--- src/rtl/async_fifo_pkg.sv ---
// Shared definitions for the asynchronous FIFO and its write-side/read-side arbiters.
package async_fifo_pkg;

  localparam int WIDTH_DEF = 8;
  localparam int DEPTH_DEF = 4;
  localparam int N_MAX     = 8;

  typedef enum logic {IDLE = 1'b0, BURST = 1'b1} arb_state_t;

  // Round-robin winner: first valid index after 'last', wrapping modulo n.
  function automatic logic [2:0] next_rr(input logic [N_MAX-1:0] valid,
                                         input logic [2:0]       last,
                                         input int               n);
    logic [2:0] win;
    logic       found;
    int         idx;
    win   = '0;
    found = 1'b0;
    for (int k = 1; k <= N_MAX; k++) begin
      idx = (int'(last) + k) % n;
      if (k <= n && !found && valid[idx]) begin
        win   = 3'(idx);
        found = 1'b1;
      end
    end
    return win;
  endfunction

endpackage

--- src/rtl/async_fifo_wr_arbiter_rr.sv ---
// Combinational rotate-priority encoder; shared by the write- and read-side arbiters.
module rr_arbiter
  import async_fifo_pkg::*;
#(
  parameter int N  = 3,
  parameter int GW = $clog2(N)
) (
  input  logic [N-1:0]  i_valid,
  input  logic [GW-1:0] i_last,
  output logic [GW-1:0] o_winner,
  output logic          o_any
);

  logic [N_MAX-1:0] w_valid_ext;
  logic [2:0]       w_win;

  assign w_valid_ext = N_MAX'(i_valid);
  assign w_win       = next_rr(w_valid_ext, 3'(i_last), N);
  assign o_winner    = GW'(w_win);
  assign o_any       = |i_valid;

endmodule

--- src/rtl/async_fifo_wr_arbiter.sv ---
// Round-robin burst arbiter sharing the FIFO write port among N valid/ready requesters.
module async_fifo_wr_arbiter
  import async_fifo_pkg::*;
#(
  parameter int N         = 3,
  parameter int WIDTH     = WIDTH_DEF,
  parameter int BURST_MAX = 4
) (
  input  logic                   wr_clk,
  input  logic                   reset,
  input  logic [N-1:0]           req_valid,
  input  logic [N*WIDTH-1:0]     req_data,
  output logic [N-1:0]           req_ready,
  input  logic                   fifo_full,
  output logic                   fifo_write_en,
  output logic [WIDTH-1:0]       fifo_write_data,
  output logic [$clog2(N)-1:0]   grant_id,
  output logic                   busy
);

  localparam int GW = $clog2(N);
  localparam int BW = $clog2(BURST_MAX + 1);
  localparam logic [BW-1:0] BEAT_LAST = BW'(BURST_MAX - 1);

  arb_state_t    r_state;
  logic [GW-1:0] r_grant;
  logic [GW-1:0] r_last;
  logic [BW-1:0] r_beat;

  logic [GW-1:0]    w_winner;
  logic             w_any;
  logic             w_valid_g;
  logic [WIDTH-1:0] w_data_g;
  logic             w_in_burst;

  rr_arbiter #(.N(N), .GW(GW)) u_rr (
    .i_valid  (req_valid),
    .i_last   (r_last),
    .o_winner (w_winner),
    .o_any    (w_any)
  );

  assign w_in_burst = (r_state == BURST);

  // NOTE: every always_comb output gets a default first so no path leaves it unassigned (no latch).
  always_comb begin
    w_valid_g = 1'b0;
    w_data_g  = '0;
    req_ready = '0;
    for (int i = 0; i < N; i++) begin
      if (r_grant == GW'(i)) begin
        w_valid_g    = req_valid[i];
        w_data_g     = req_data[i*WIDTH +: WIDTH];
        req_ready[i] = w_in_burst && !fifo_full;
      end
    end
  end

  // Full is used combinationally so a write resumes on the very cycle full drops.
  assign fifo_write_en   = w_in_burst && w_valid_g && !fifo_full;
  assign fifo_write_data = w_in_burst ? w_data_g : '0;
  assign grant_id        = r_grant;
  assign busy            = w_in_burst;

  // NOTE: state registers use non-blocking assignments so all updates see pre-edge values.
  always_ff @(posedge wr_clk) begin
    if (!reset) begin
      r_state <= IDLE;
      r_grant <= '0;
      r_last  <= GW'(N - 1);
      r_beat  <= '0;
    end else begin
      case (r_state)
        IDLE: begin
          if (w_any) begin
            r_grant <= w_winner;
            r_last  <= w_winner;
            r_beat  <= '0;
            r_state <= BURST;
          end
        end
        BURST: begin
          if (!w_valid_g) begin
            r_state <= IDLE;
          end else if (!fifo_full) begin
            if (r_beat == BEAT_LAST) begin
              r_state <= IDLE;
              r_beat  <= '0;
            end else begin
              r_beat <= r_beat + BW'(1);
            end
          end
        end
        default: r_state <= IDLE;
      endcase
    end
  end

endmodule

--- config.mk ---
export PLATFORM = sky130hd
export DESIGN_NAME = async_fifo_wr_arbiter
export DESIGN_NICKNAME = d
export VERILOG_FILES = /design/src/rtl/async_fifo_pkg.sv /design/src/rtl/async_fifo_wr_arbiter_rr.sv /design/src/rtl/async_fifo_wr_arbiter.sv
export SDC_FILE = /design/constraint.sdc
export NUM_CORES = 1
export LEC_CHECK = 0
export CAP_MARGIN = 20
export CORE_ASPECT_RATIO = 0.7
export CORE_MARGIN = 1
export CORE_UTILIZATION = 41
export CTS_BUF_LIST = sky130_fd_sc_hd__clkbuf_2
export DETAILED_ROUTE_END_ITERATION = 8
export GPL_TIMING_DRIVEN = 0
export PLACE_DENSITY_LB_ADDON = 0.05
export RECOVER_POWER = 100
export SYNTH_ARGS = -nofsm -noshare
export SYNTH_HDL_FRONTEND = slang
export SYNTH_HIERARCHICAL = 1
export SYNTH_SLANG_ARGS = --single-unit
--- constraint.sdc ---
create_clock -name wr_clk -period 2.55 [get_ports wr_clk]
set_input_delay 0.51 -clock wr_clk [delete_from_list [all_inputs] [get_ports wr_clk]]
set_output_delay 0.51 -clock wr_clk [all_outputs]
set_load 0.01 [all_outputs]
# --- Word level (Yosys, flattened, before mapping) ---
# Index checks and enable logic that the tools add are counted.
# Widths: inputs -> output; s select.
op_classes:
  n_reduce_logical: 12
  muxes: 34
  n_bitwise: 1
  order_cmp: 3
  n_addsub: 4
  n_eq_ne: 6
  div: 3
op_table:
  columns: ["op", "count"]
  rows:
  - ["$lt 32x5->1 const B", 3]
  - ["$mod 32x3->32 const B", 3]
  - ["$mux 8", 4]
  - ["$mux 1", 18]
  - ["$mux 3", 4]
  - ["$bmux 1 s3", 3]
  - ["$add 2x2->3 const B", 2]
  - ["$mux 2", 3]
  - ["$pmux 3 s2", 1]
  - ["$logic_and 1x1->1", 5]
  - ["$ne 2x1->1 const B", 2]
  - ["$add 2x1->3 const B", 1]
  - ["$add 3x1->3 const B", 1]
  - ["$eq 3x2->1 const B", 1]
  - ["$logic_not 1->1", 3]
  - ["$reduce_and 3->1", 1]
  - ["$reduce_or 3->1", 1]
  - ["$eq 2x1->1 const B", 1]
  - ["$eq 2x2->1 const B", 1]
  - ["$logic_not 2->1", 1]
  - ["$ne 2x2->1 const B", 1]
  - ["$pmux 1 s2", 1]
  - ["$reduce_and 2->1", 1]
  - ["$not 1->1", 1]
totals:
  output_inout_bits: 15
  inputBits: 30
  regBits: 8
  wordCells: 67

# --- Depth between registers and ports, before layout ---
# Gate-level depths: netlist of run 1.
logic_depth:
  ltp_word: 12
  ltp_mapped: 10
  depth_no_buf: 9

# --- Hierarchy ---
# Netlist of run 1, hierarchy kept.
by_module_without_submodules:
  columns: ["module", "seq_area_each_um2", "cells_per_inst", "instances", "area_each_um2"]
  rows:
  - ["async_fifo_wr_arbiter", 140.1, 78, 1, 601.8]
  - ["rr_arbiter", 0.0, 34, 1, 282.8]

# --- Worst setup path before layout of run 1 ---
# OpenSTA, ideal clock, no wires.
synth_timing:
  path_type: "register to register"
  from: "reg grant_id[0] (netlist name)"
  to: "reg r_grant[1] (netlist: grant_id[1])"
  t_arrival_ns: 1.977
  n_path_buf: 1
  synth_period_minus_slack_ns: 2.052
  stages_incl_launch_ff: 11
  setup_time_ns: 0.076
  slack_ns: 0.498
  required_ns: 2.474
  path_cell_list: "dfxtp_1 inv_1 ha_1 buf_6 mux2_2 nand3b_2 nand4_1 mux2i_1 a21oi_1 nand3b_1 a21boi_0"
synth_rtl:
  columns: ["item", "line_no", "rtl"]
  rows:
  - ["end signal, assigned", "async_fifo_wr_arbiter.sv:76", "r_grant <= w_winner;"]
  - ["end, declared", "async_fifo_wr_arbiter.sv:26", "logic [GW-1:0] r_grant;"]

# --- Worst setup path after layout of run 1 ---
layout_timing:
  from: "in fifo_full"
  to: "out req_ready[2]"
layout_via:
  elab_chain_len: 3
layout_rtl:
  columns: ["item", "line_no", "rtl"]
  rows:
  - ["start, declared", "async_fifo_wr_arbiter.sv:14", "input logic fifo_full,"]
  - ["$logic_not 1->1", null, null]
  - ["$logic_and 1x1->1", "async_fifo_wr_arbiter.sv:54", "req_ready[i] = w_in_burst && !fifo_full;"]
  - ["$mux 1", "async_fifo_wr_arbiter.sv:51", "if (r_grant == GW'(i)) begin"]
  - ["end, declared", "async_fifo_wr_arbiter.sv:13", "output logic [N-1:0] req_ready,"]
# No other way between the ends.

==> flow_metrics.env, run 1 <==
export IMPL_first_iter_violations=38
export IMPL_synth_nets=151
export IMPL_clock_sinks=7
export IMPL_ys_seq_elements=7
export IMPL_fin_hold_ws_ns=0.484
export IMPL_dp_worst_setup_slack_ns=-0.0566
export IMPL_async_reset_ff_frac=0
export IMPL_antenna_found_initial=0
export IMPL_worst_pin_slew_ns=0.388
export IMPL_wl_per_cell_um=13.5
export IMPL_r2r_start="grant_id[0]"
export IMPL_syn2layout_area_growth_pct=52.5
export IMPL_maxSlewHeadroom=0.741
export IMPL_antennaDiodeCount=0
export IMPL_irDropWorstVdd_mv=0.393
export IMPL_die_h_um=40.9
export IMPL_rsz0062_at_grt="no"
export IMPL_avgViaCountPerCell=5.31
export IMPL_cts_setup_buffers=0
export IMPL_cts_root_buf="clkbuf_2"
export IMPL_grt_max_degree=12
export IMPL_synth_cell_types=32
export IMPL_start_util=0.457
export IMPL_timing_fmax_mhz=404
export IMPL_cts_hold_buf=0
export IMPL_std_cell_rows=13
export IMPL_cts_tree="built"
export IMPL_place_congestion=0.847
export IMPL_skew_ns=0.0143
export IMPL_clk_path_buf_depth=2
export IMPL_crit_required_ns=2.04
export IMPL_power_leakage_nw=0.540
export IMPL_nNetsFinal=199
export IMPL_status="finished, violations left"
export IMPL_drc=7
export IMPL_worst_setup_path_start_kind="input port"
export IMPL_port_buffers=43
export IMPL_dieWidth_um=57.5
export IMPL_grt_pass1_vias=789
export IMPL_yosysSeqAreaShare=0.158
export IMPL_fp_coreArea_um2=1940
export IMPL_worstSkewPairLatency_ns=0.23
export IMPL_routed_via_count=961
export IMPL_routed_wl_um=2440
export IMPL_min_from="r_beat[1]"
export IMPL_fin_crit_ns=2.47
export IMPL_cts_max_level=1
export IMPL_cts_clk_slew_worst_paths_ns=0.06
export IMPL_netlist_area_um2=885
export IMPL_arrival_ns=1.96
export IMPL_cap_violations=0
export IMPL_post_route_period_util=0.970
export IMPL_critPathKind="input port to primary output"
export IMPL_synth_area_per_cell_um2=7.90
export IMPL_violations="DRC"
export IMPL_grt_usage=0.196
export IMPL_synth_edf_count=0
export IMPL_worstSetupEndpointType="primary output"
export IMPL_hold_violations=0
export IMPL_synthCells=112
export IMPL_io_pins=45
export IMPL_slew_violations=0
export IMPL_drtPass1Iterations=6
export IMPL_p_per_area_nw_per_um2=647
export IMPL_cp_max_fo=4
export IMPL_hp_class="flip-flop to flip-flop"
export IMPL_grt_pass1_wl_um=3550
export IMPL_numCtsBuffers=3
export IMPL_drive_gt1_frac=0.0881
export IMPL_startpoint="fifo_full"
export IMPL_ant_nets=0
export IMPL_fillers=159
export IMPL_overflow=0
export IMPL_finalSetupViolations=0
export IMPL_dieArea_um2=2350
export IMPL_synthFlopType="dfxtp_1"
export IMPL_yosys_warnings=6
export IMPL_setup_slack_ns=0.0778
export IMPL_hpwl_um=1880
==> state kept, by name, summed over array words and instances (netlist names) <==
register,cells
r_beat,3
busy,1
r_last,1
grant_id,2
==> power breakdown <==
part	internal, mW	leakage [nW]	switching (mW)
combinational	0.322	0.465	0.306
clock	0.0416	0.0166	0.0407
sequential	0.130	0.0577	0.0319
==> worst max-delay path: stages <==
cell,delay [ns]
clkdlybuf4s50_1,0.41
nand2b_1,0.20
nor3b_1,0.21
dlygate4sd3_1,0.63
==> per-stage QoR <==
step / cell area (um^2) / setup TNS (ns) / total power, mW / util / std cells
after floorplan: 885 / 0 / 0.595 / - / 112
after CTS: 1360 / 0 / 0.899 / 0.703 / 181
after global routing: 1350 / 0 / 0.952 / 0.697 / 181
after global placement: 1340 / -0.0560 / 0.791 / 0.694 / 177
after detailed placement: 1340 / -0.0566 / 0.816 / 0.694 / 177
final: 1350 / 0 / 0.872 / 0.697 / 181
==> synthesized netlist by cell type (4+ instances only) <==
cell type  number  share of area
and2_1          9          0.064
nand2b_1        4          0.028
mux2i_1        14           0.16
nand2_1        13          0.055
ha_1            9           0.13
dfxtp_1         7           0.16
nand3_1         4          0.023
nand4_1         4          0.028
o21ai_0        12          0.068
==> routing by layer <==
metal / global-route usage / vias to the layer above / share of wire
met5: 0 / - / 0
met2: 0.346 / 39 / 0.43
met4: 0 / 0 / 0
met3: 0.0536 / 0 / 0.090
li1: - / 489 / -
met1: 0.260 / 433 / 0.48
==> kinds of logic after synthesis <==
kind of cell | Yosys count | synth area share
compound gates | 20 | 0.140
mux | 15 | 0.171
buf+inv | 12 | 0.0749
flops | 7 | 0.158
simple gates | 49 | 0.328
fa+ha+maj | 9 | 0.127
==> worst paths after layout <==
path | to | slack, ns | cells after the start
min | r_beat[1] | 0.48 | 2
max | req_ready[2] | 0.08 | 4
min reg2reg | r_beat[1] | 0.48 | 2
max reg2reg | grant_id[1] | 0.32 | 10
==> cell type report <==
class                   count  area, um^2  share of cell area
plain buffers               9        47.5              0.0353
clock buffers               4        20.0              0.0148
inverters                   3        11.3             0.00835
multi-input cells          93         673               0.499
flip-flops and latches      7         141               0.105
well taps                  22        27.5              0.0204
repair buffers             43         428               0.317
==> repair_timing <==
action	in CTS	in global routing
endpoints found under the hold margin	0	0
pin swaps	0	0
resized for setup	2	1
endpoints found under the setup margin	1	7
==> cell usage in the layout (no fill, tap or decap), drive strengths merged, types with 3 or more instances in the layout <==
master and n:
dfxtp 7, nand4b 3, clkdlybuf4s50 35, nand3 4, inv 3, mux2i 14, nand4 4, and2 9
o21ai 12, ha 9, nor2b 3, buf 4, nand2 13, clkbuf 9, nand2b 4, nand3b 3
dlygate4sd3 6
(Power assumes the default switching activity.)
==> inputs of run 2 (changes only) <==
- CORE_UTILIZATION: 41 -> 42
- PLACE_DENSITY: default -> 0.78
- PLACE_DENSITY_LB_ADDON: 0.05 -> default
- SYNTH_HIERARCHICAL: 1 -> default
==> run 2 against run 1 <==
  * The run now ends clean
  * Cell count rose by 5.0%
  * Combinational power decreased by 3.3%
  * Sequential power is 5% higher
  * Critical path type unchanged
  * Clock power up 5.6%
  * Largest power group unchanged
  * Critical endpoint unchanged
  * Sequential share of layout area fell by 0.66 points
  * Final area is 6.7% higher
  * Synthesized cell count did not move
  * Worst hold slack improved by 0.027 ns
  * Clock skew is 0.010 ns lower
  * Fmax grew 1.0%
==> flow_metrics.env, run 2 <==
export IMPL_status="complete, no violations"
export IMPL_tns_ns=0
export IMPL_yosysTopAreaCell="dfxtp_1"
export IMPL_fin_util=0.725
export IMPL_slowest_stage="dlygate4sd3_1"
export IMPL_maxSlewHeadroom=0.729
export IMPL_dp_worst_setup_slack_ns=-0.188
export IMPL_synth_common_cells="nand2_1, mux2i_1, o21ai_0"
export IMPL_die_h_um=41.7
export IMPL_yosysSeqAreaShare=0.148
export IMPL_worstSkewPairLatency_ns=0.24
export IMPL_first_iter_violations=25
export IMPL_dpl_cell_count=186
export IMPL_skew_ns=0.00386
export IMPL_antennaDiodeCount=0
export IMPL_grt_usage=0.243
export IMPL_crit_chain="clkdlybuf4s50_1 > nor4bb_1 > dlygate4sd3_1"
export IMPL_post_route_period_util=0.960
export IMPL_dieWidth_um=58.8
export IMPL_hold_violations=0
export IMPL_fin_hold_ws_ns=0.511
export IMPL_routed_wl_um=2810
export IMPL_worstSetupEndpointType="primary output"
export IMPL_largest_register="r_beat"
export IMPL_async_reset_ff_frac=0
export IMPL_cts_clk_slew_worst_paths_ns=0.08
export IMPL_rsz0062_at_grt="no"
export IMPL_slew_violations=0
export IMPL_power_frac_comb=0.703
export IMPL_arrival_ns=1.94
export IMPL_p_sw_frac=0.448
export IMPL_hp_class="flip-flop to flip-flop"
export IMPL_fin_crit_ns=2.45
export IMPL_timing_rr_end="grant_id[1]"
export IMPL_p_per_area_nw_per_um2=601
export IMPL_clock_sinks=7
export IMPL_synthFlopType="dfxtp_1"
export IMPL_dieArea_um2=2450
export IMPL_largest_reg_flops=3
export IMPL_fp_coreArea_um2=1980
export IMPL_min_from="r_beat[0]"
export IMPL_final_cells=190
export IMPL_worst_pin_slew_ns=0.405
export IMPL_synth_top_area_share=0.148
export IMPL_ant_nets=0
export IMPL_std_cell_rows=13
export IMPL_layout_commonest_cell="clkdlybuf4s50_1"
export IMPL_ys_top_cells_by_area="dfxtp_1, ha_1, mux2i_1"
export IMPL_grt_pass1_vias=972
export IMPL_synth_area_per_cell_um2=8.46
export IMPL_p_seq_frac=0.197
export IMPL_irDropWorstVdd_mv=0.395
export IMPL_setup_slack_ns=0.103
export IMPL_ys_seq_elements=7
export IMPL_nNetsFinal=200
export IMPL_grt_pass1_wl_um=4630
export IMPL_antenna_found_initial=0
export IMPL_regToRegSetupSlack_ns=0.31
export IMPL_wl_per_cell_um=14.8
export IMPL_yosys_warnings=0
export IMPL_p_switching_uw=387
export IMPL_muxShareOfSynthArea=0.128
export IMPL_synth_cell_types=42
export IMPL_grt_max_degree=11
export IMPL_drive_gt1_frac=0.125
export IMPL_place_congestion=0.836
export IMPL_start_util=0.477
export IMPL_r2r_cells=8
export IMPL_yosysMostFrequentCell="nand2_1"
export IMPL_critPathKind="input port to primary output"
export IMPL_clk_path_buf_depth=2
export IMPL_avgViaCountPerCell=5.42
export IMPL_hpwl_um=2250
export IMPL_power_frac_clock=0.101
export IMPL_synth_edf_count=0
export IMPL_netlist_area_um2=947
export IMPL_layout_common_cells="clkdlybuf4s50_1, nand2_1, mux2i_1"
export IMPL_cp_max_fo=5
export IMPL_synth_adder_area_share=0.119
export IMPL_max_stage_delay_ns=0.65
export IMPL_drc=0
export IMPL_synth_nets=151
export IMPL_overflow=0
export IMPL_crit_required_ns=2.04
export IMPL_power_leakage_nw=0.610
export IMPL_synthCells=112
export IMPL_numCtsBuffers=3
export IMPL_timing_fmax_mhz=409
export IMPL_synthSimpleGateAreaFrac=0.279
export IMPL_hold_path_end="r_beat[0]"
export IMPL_critical_path_cell_count=3
export IMPL_port_buffers=44
export IMPL_synth_xor_area_frac=0
export IMPL_drtPass1Iterations=4
export IMPL_io_pins=45
export IMPL_r2r_start="grant_id[0]"
export IMPL_cts_root_buf="clkbuf_2"
export IMPL_synth_compound_area_frac=0.235
export IMPL_worst_setup_path_start_kind="input port"
export IMPL_whs_path_depth=2
export IMPL_cts_tree="built"
export IMPL_syn2layout_area_growth_pct=51.9
export IMPL_synth_top_family_by_area="simple AND/OR/NAND/NOR gates"
export IMPL_cap_violations=0
export IMPL_finalSetupViolations=0
export IMPL_cp_top_family="buffers and inverters"
export IMPL_cts_max_level=1
export IMPL_internal_power_uw=477
export IMPL_cp_buffers_inverters=2
export IMPL_routed_via_count=1029
-- run 2: cell types whose count changed after synthesis, sizes merged, moves of 3 or more --
cell	change
mux2i	-3
nor4b	+3
o211ai	+3
a21oi	+3
nand4	-4
-- run 2: metal layers --
layer  track usage  wire length, um
met1         0.340             1310
met2         0.384             1280
met3        0.0561              210
met4        0.0381                0
met5             0                0
-- run 2: metrics by stage --
step                instance area (um^2)  total power, mW
finish                              1440            0.864
global route                        1440            0.942
CTS                                 1460            0.894
detailed placement                  1430            0.791
global placement                    1430            0.770
floorplan                            947            0.583
-- run 2: layout make-up --
class	instances	area (um^2)
multi-input combinational	92	723
fill	186	546
timing repair buffer	45	444
sequential	7	141
buffer	8	57.6
tap	30	37.5
clock buffer	4	20.0
inverter	4	15.0
-- run 2: worst register-to-register path: stages, from the launching register on --
cell and delay (ns):
dfxtp_2 0.49, buf_6 0.20, inv_1 0.11, ha_1 0.35, clkbuf_2 0.22, nor3b_1 0.27
a21oi_2 0.06, o2111ai_1 0.29, a31oi_1 0.13
-- run 2: what timing repair did --
item                                    CTS  global route
hold buffers                              0             0
endpoints found under the setup margin    8             8
resized for setup                         6             3
pin swaps                                 1             0
hold endpoints to repair                  0             0
setup buffers                             1             0
-- run 2: worst max-delay path by stage --
stage,start,endpoint
3_3_place_gp,req_valid[1],fifo_write_en
6_report,fifo_full,req_ready[2]
3_5_place_dp,req_valid[1],fifo_write_en
4_1_cts,grant_id[0],fifo_write_data[5]
5_1_grt,req_valid[0],fifo_write_en
2_1_floorplan,grant_id[0],r_last[1]
-- run 2: logic make-up after synthesis --
family / count (synthesis)
compound gates: 29
flops: 7
fa+ha+maj: 9
buf+inv: 13
mux: 12
simple gates: 42
-- run 2: power by group through the flow --
stage	registers [mW]	logic [mW]	clock network, mW
after floorplan	0.153	0.430	0
after global placement	0.157	0.614	0
after detailed placement	0.159	0.633	0
after CTS	0.158	0.646	0.0900
after global routing	0.173	0.671	0.0977
final	0.170	0.607	0.0870
==> inputs of run 3 (changes only) <==
- CTS_CLUSTER_SIZE: default -> 30
==> results of run 3 <==
Final layout, timing and power as in run 2 (identical DEF).
==> patch 1, RTL diff (flow settings as in run 3) <==
Reset style: asynchronous (`reset`), changed in one clocked block.
--- a/src/rtl/async_fifo_wr_arbiter.sv
+++ b/src/rtl/async_fifo_wr_arbiter.sv
@@ -63,7 +63,7 @@
   assign busy            = w_in_burst;
 
   // NOTE: state registers use non-blocking assignments so all updates see pre-edge values.
-  always_ff @(posedge wr_clk) begin
+  always_ff @(posedge wr_clk or negedge reset) begin
     if (!reset) begin
       r_state <= IDLE;
       r_grant <= '0;
Formal check against the unedited RTL: differs if reset is asserted again (counterexample within 4 cycles, from zero or initial values and one cycle with reset low); with reset held inactive, the same outputs for 4 cycles.
==> patch 1 against run 3 <==
  * Design area down 5.0%
  * Routed wire length decreased by 8.3%
  * Die area decreased by 7.7%
  * Power rose by 67%
  * Sequential cell count unchanged
  * First-iteration DRC count is 96% higher
  * Critical endpoint is now fifo_write_data[7]
  * Register-to-register slack lost 0.16 ns
  * Area after synthesis fell by 8.1%
  * Setup slack better by 0.023 ns
  * Core utilization decreased by 0.65 points
  * Largest power group unchanged
==> patch 1: results <==
export IMPL_wl_met3_um=72
export IMPL_dr_wl_met2_um=1222
export IMPL_synthTopCellsByArea="dfrtp_1 (17%), ha_1 (13%), mux2i_1 (11%)"
export IMPL_seq_area_um2=177.7
export IMPL_vias=940
export IMPL_seq_cell_count=7
export IMPL_worstPathArrival_ns=1.91
export IMPL_min_path_cells=1
export IMPL_highest_layer="met4"
export IMPL_cp_startpoint="req_data[23]"
export IMPL_cp_max_fo=1
export IMPL_drive_gt1_frac=0.1019
export IMPL_grt_usage=0.2308
export IMPL_buffers_excl_clock=50
export IMPL_p_leak_nw=0.6290
export IMPL_synth_cell_type_count=36
export IMPL_holdWs_ns=0.4987
export IMPL_critical_path_max_stage_delay_ns=0.62
export IMPL_place_hpwl_um=2032
export IMPL_outcome="completed"
export IMPL_wl_per_cell_um=14.37
export IMPL_grtUsageMet2=0.3676
export IMPL_nClkBuffers=3
export IMPL_rr_startpoint="r_last[1]$_DFFE_PN1P_"
export IMPL_final_util=0.7186
export IMPL_post_cts_buffers=0
export IMPL_multi_input_area_share=0.4721
export IMPL_globalplace_congestion=0.8171
export IMPL_synth_common_cells="nor2_1 (14), a21oi_1 (11), nor2b_1 (11)"
export IMPL_nFillCells=180
export IMPL_via_per_inst=5.251
export IMPL_placed_area_mm2=0.001339
patch 1: changes by cell type after synthesis, moves of 5 or more:
cell / delta
a21oi_1: +8
and2_1: -9
dfrtp_1: +6
dfxtp_1: -7
nand2_1: -5
nor2_1: +12
nor2b_1: +9
o21ai_0: -10
patch 1: worst max path at each step:
stage	endpoint	depth (start not counted)
global placement	fifo_write_en	6
floorplan	grant_id[0]$_DFFE_PN0P_	8
CTS	fifo_write_en	6
global route	fifo_write_data[1]	7
finish	fifo_write_data[7]	6
detailed placement	fifo_write_en	6
patch 1: cells by family after synthesis:
family / synth area share
AO/OA/AOI/OAI: 0.2012
buffers and inverters: 0.05459
AND/OR/NAND/NOR: 0.2974
flip-flops: 0.2026
multiplexers: 0.1149
adder cells (fa/ha/maj): 0.1293
patch 1: power breakdown:
group | internal, mW | total (mW) | switching, mW
Clock | 0.0355 | 0.0841 | 0.0486
Sequential | 0.166 | 0.226 | 0.0599
Combinational | 0.563 | 1.13 | 0.567
Total | 0.764 | 1.44 | 0.675
==> patch 2, RTL diff (flow settings as in run 3) <==
Without the edit above. `BURST_MAX`: 4 -> 2.
--- a/src/rtl/async_fifo_wr_arbiter.sv
+++ b/src/rtl/async_fifo_wr_arbiter.sv
@@ -4,7 +4,7 @@
 #(
   parameter int N         = 3,
   parameter int WIDTH     = WIDTH_DEF,
-  parameter int BURST_MAX = 4
+  parameter int BURST_MAX = 2
 ) (
   input  logic                   wr_clk,
   input  logic                   reset,
Function: changed (a bounded check fails within 4 cycles, from zero or initial values and one cycle with reset low).
==> patch 2 against run 3 <==
  * Setup slack worse by 0.061 ns
  * Sequential share of layout area is 0.49 points lower
  * Via count is 5.6% lower
  * Final cell count is 8.9% lower
  * Clock power is 20% lower
  * Critical endpoint is now fifo_write_en
  * Routed wire length is 8.2% lower
  * Sequential cell count is 1 lower
  * Power is 18% higher
  * Largest cell class unchanged
  * Synthesized cell count is 7.1% lower
  * Area after synthesis is 16% lower
  * Critical path type unchanged
  * Design area is 7.8% lower
  * Die area is 15% lower
==> patch 2: results <==
export IMPL_cp_startpoint="req_valid[2]"
export IMPL_synth_fp_nets=142
export IMPL_drive_gt1_frac=0.09868
export IMPL_seq_area_um2=123.9
export IMPL_drtIter0Drc=22
export IMPL_clkSlewWorstSetupHoldPaths_ns=0.05
export IMPL_routed_wl_um=2575
export IMPL_worstPathArrival_ns=2.00
export IMPL_holdPathEnd="r_beat[1]$_SDFFE_PN0P_"
export IMPL_outcome="completed"
export IMPL_synthTopCellsByArea="dfxtp_1 (15%), mux2i_1 (14%), ha_1 (13%)"
export IMPL_grt_pass1_vias=852
export IMPL_r2r_setup_slack_ns=0.17
export IMPL_place_hpwl_um=2037
export IMPL_via_per_inst=5.613
export IMPL_min_path_cells=1
export IMPL_critical_path_max_stage_delay_ns=0.61
export IMPL_cp_max_fo=6
export IMPL_slowest_stage="clkdlybuf4s50_1"
export IMPL_synth_common_cells="nand2_1 (13), mux2i_1 (11), o21ai_0 (10)"
export IMPL_clock_skew_final_ns=0.01101
export IMPL_grt_usage=0.2674
export IMPL_globalplace_congestion=0.7295
export IMPL_timing_rr_end="grant_id[0]$_SDFFE_PN0P_"
export IMPL_nFillCells=130
export IMPL_syn_avg_cell_area_um2=7.676
export IMPL_wl_per_cell_um=14.88
export IMPL_synth_cell_type_count=31
export IMPL_holdWs_ns=0.4708
export IMPL_p_leak_nw=0.5432
export IMPL_grt_pass1_wl_um=3864
export IMPL_timing_final_crit_share=0.9837
export IMPL_peakVddDrop_mv=0.6419
## patch 2: worst max path at each step
stage                                    end
detailed placement  grant_id[0]$_SDFFE_PN0P_
global placement               fifo_write_en
finish                         fifo_write_en
global route                    req_ready[2]
floorplan           grant_id[0]$_SDFFE_PN0P_
CTS                 grant_id[0]$_SDFFE_PN0P_
## patch 2: logic make-up (layout without fill, tap and decap cells)
| family | count (synthesis) | in the layout | share of synthesized area |
|---|---|---|---|
| simple gates | 36 | 36 | 0.2414 |
| compound gates | 31 | 31 | 0.2727 |
| fa+ha+maj | 8 | 8 | 0.1254 |
| buf+inv | 12 | 60 | 0.07209 |
| flops | 6 | 6 | 0.1505 |
| mux | 11 | 11 | 0.1379 |
## patch 2: power by group
group	internal [mW]	total [mW]	switching [mW]
sequential	0.120	0.165	0.0453
combinational	0.411	0.787	0.376
clock	0.0319	0.0696	0.0377
## patch 2: per-layer routing
layer,global-route usage,vias up,share of wire
met5,0,-,0
met4,0.05769,0,0.0047
met3,0.09921,2,0.071
met2,0.4568,44,0.48
met1,0.3179,453,0.44
li1,-,472,-
## patch 2: timing repair
item	4_1_cts	5_1_grt
endpoints found under the setup margin	13	8
resized for setup	8	7
cloned	0	0
pin swaps	0	1
buffers inserted	0	2
## patch 2: final cells by class
cell class              count  share of cell area
repair buffers             46              0.3415
flip-flops and latches      6             0.09340
well taps                  21             0.01981
plain buffers               6             0.03868
inverters                   5             0.01698
clock buffers               3             0.01132
multi-input cells          86              0.4783
## patch 2: worst max-delay path, delay by kind of cell
family	cells	cell delay [ns]
and+or+nand+nor	1	0.17
buffers and inverters	2	1.14
AOI/OAI and AO/OA	1	0.17
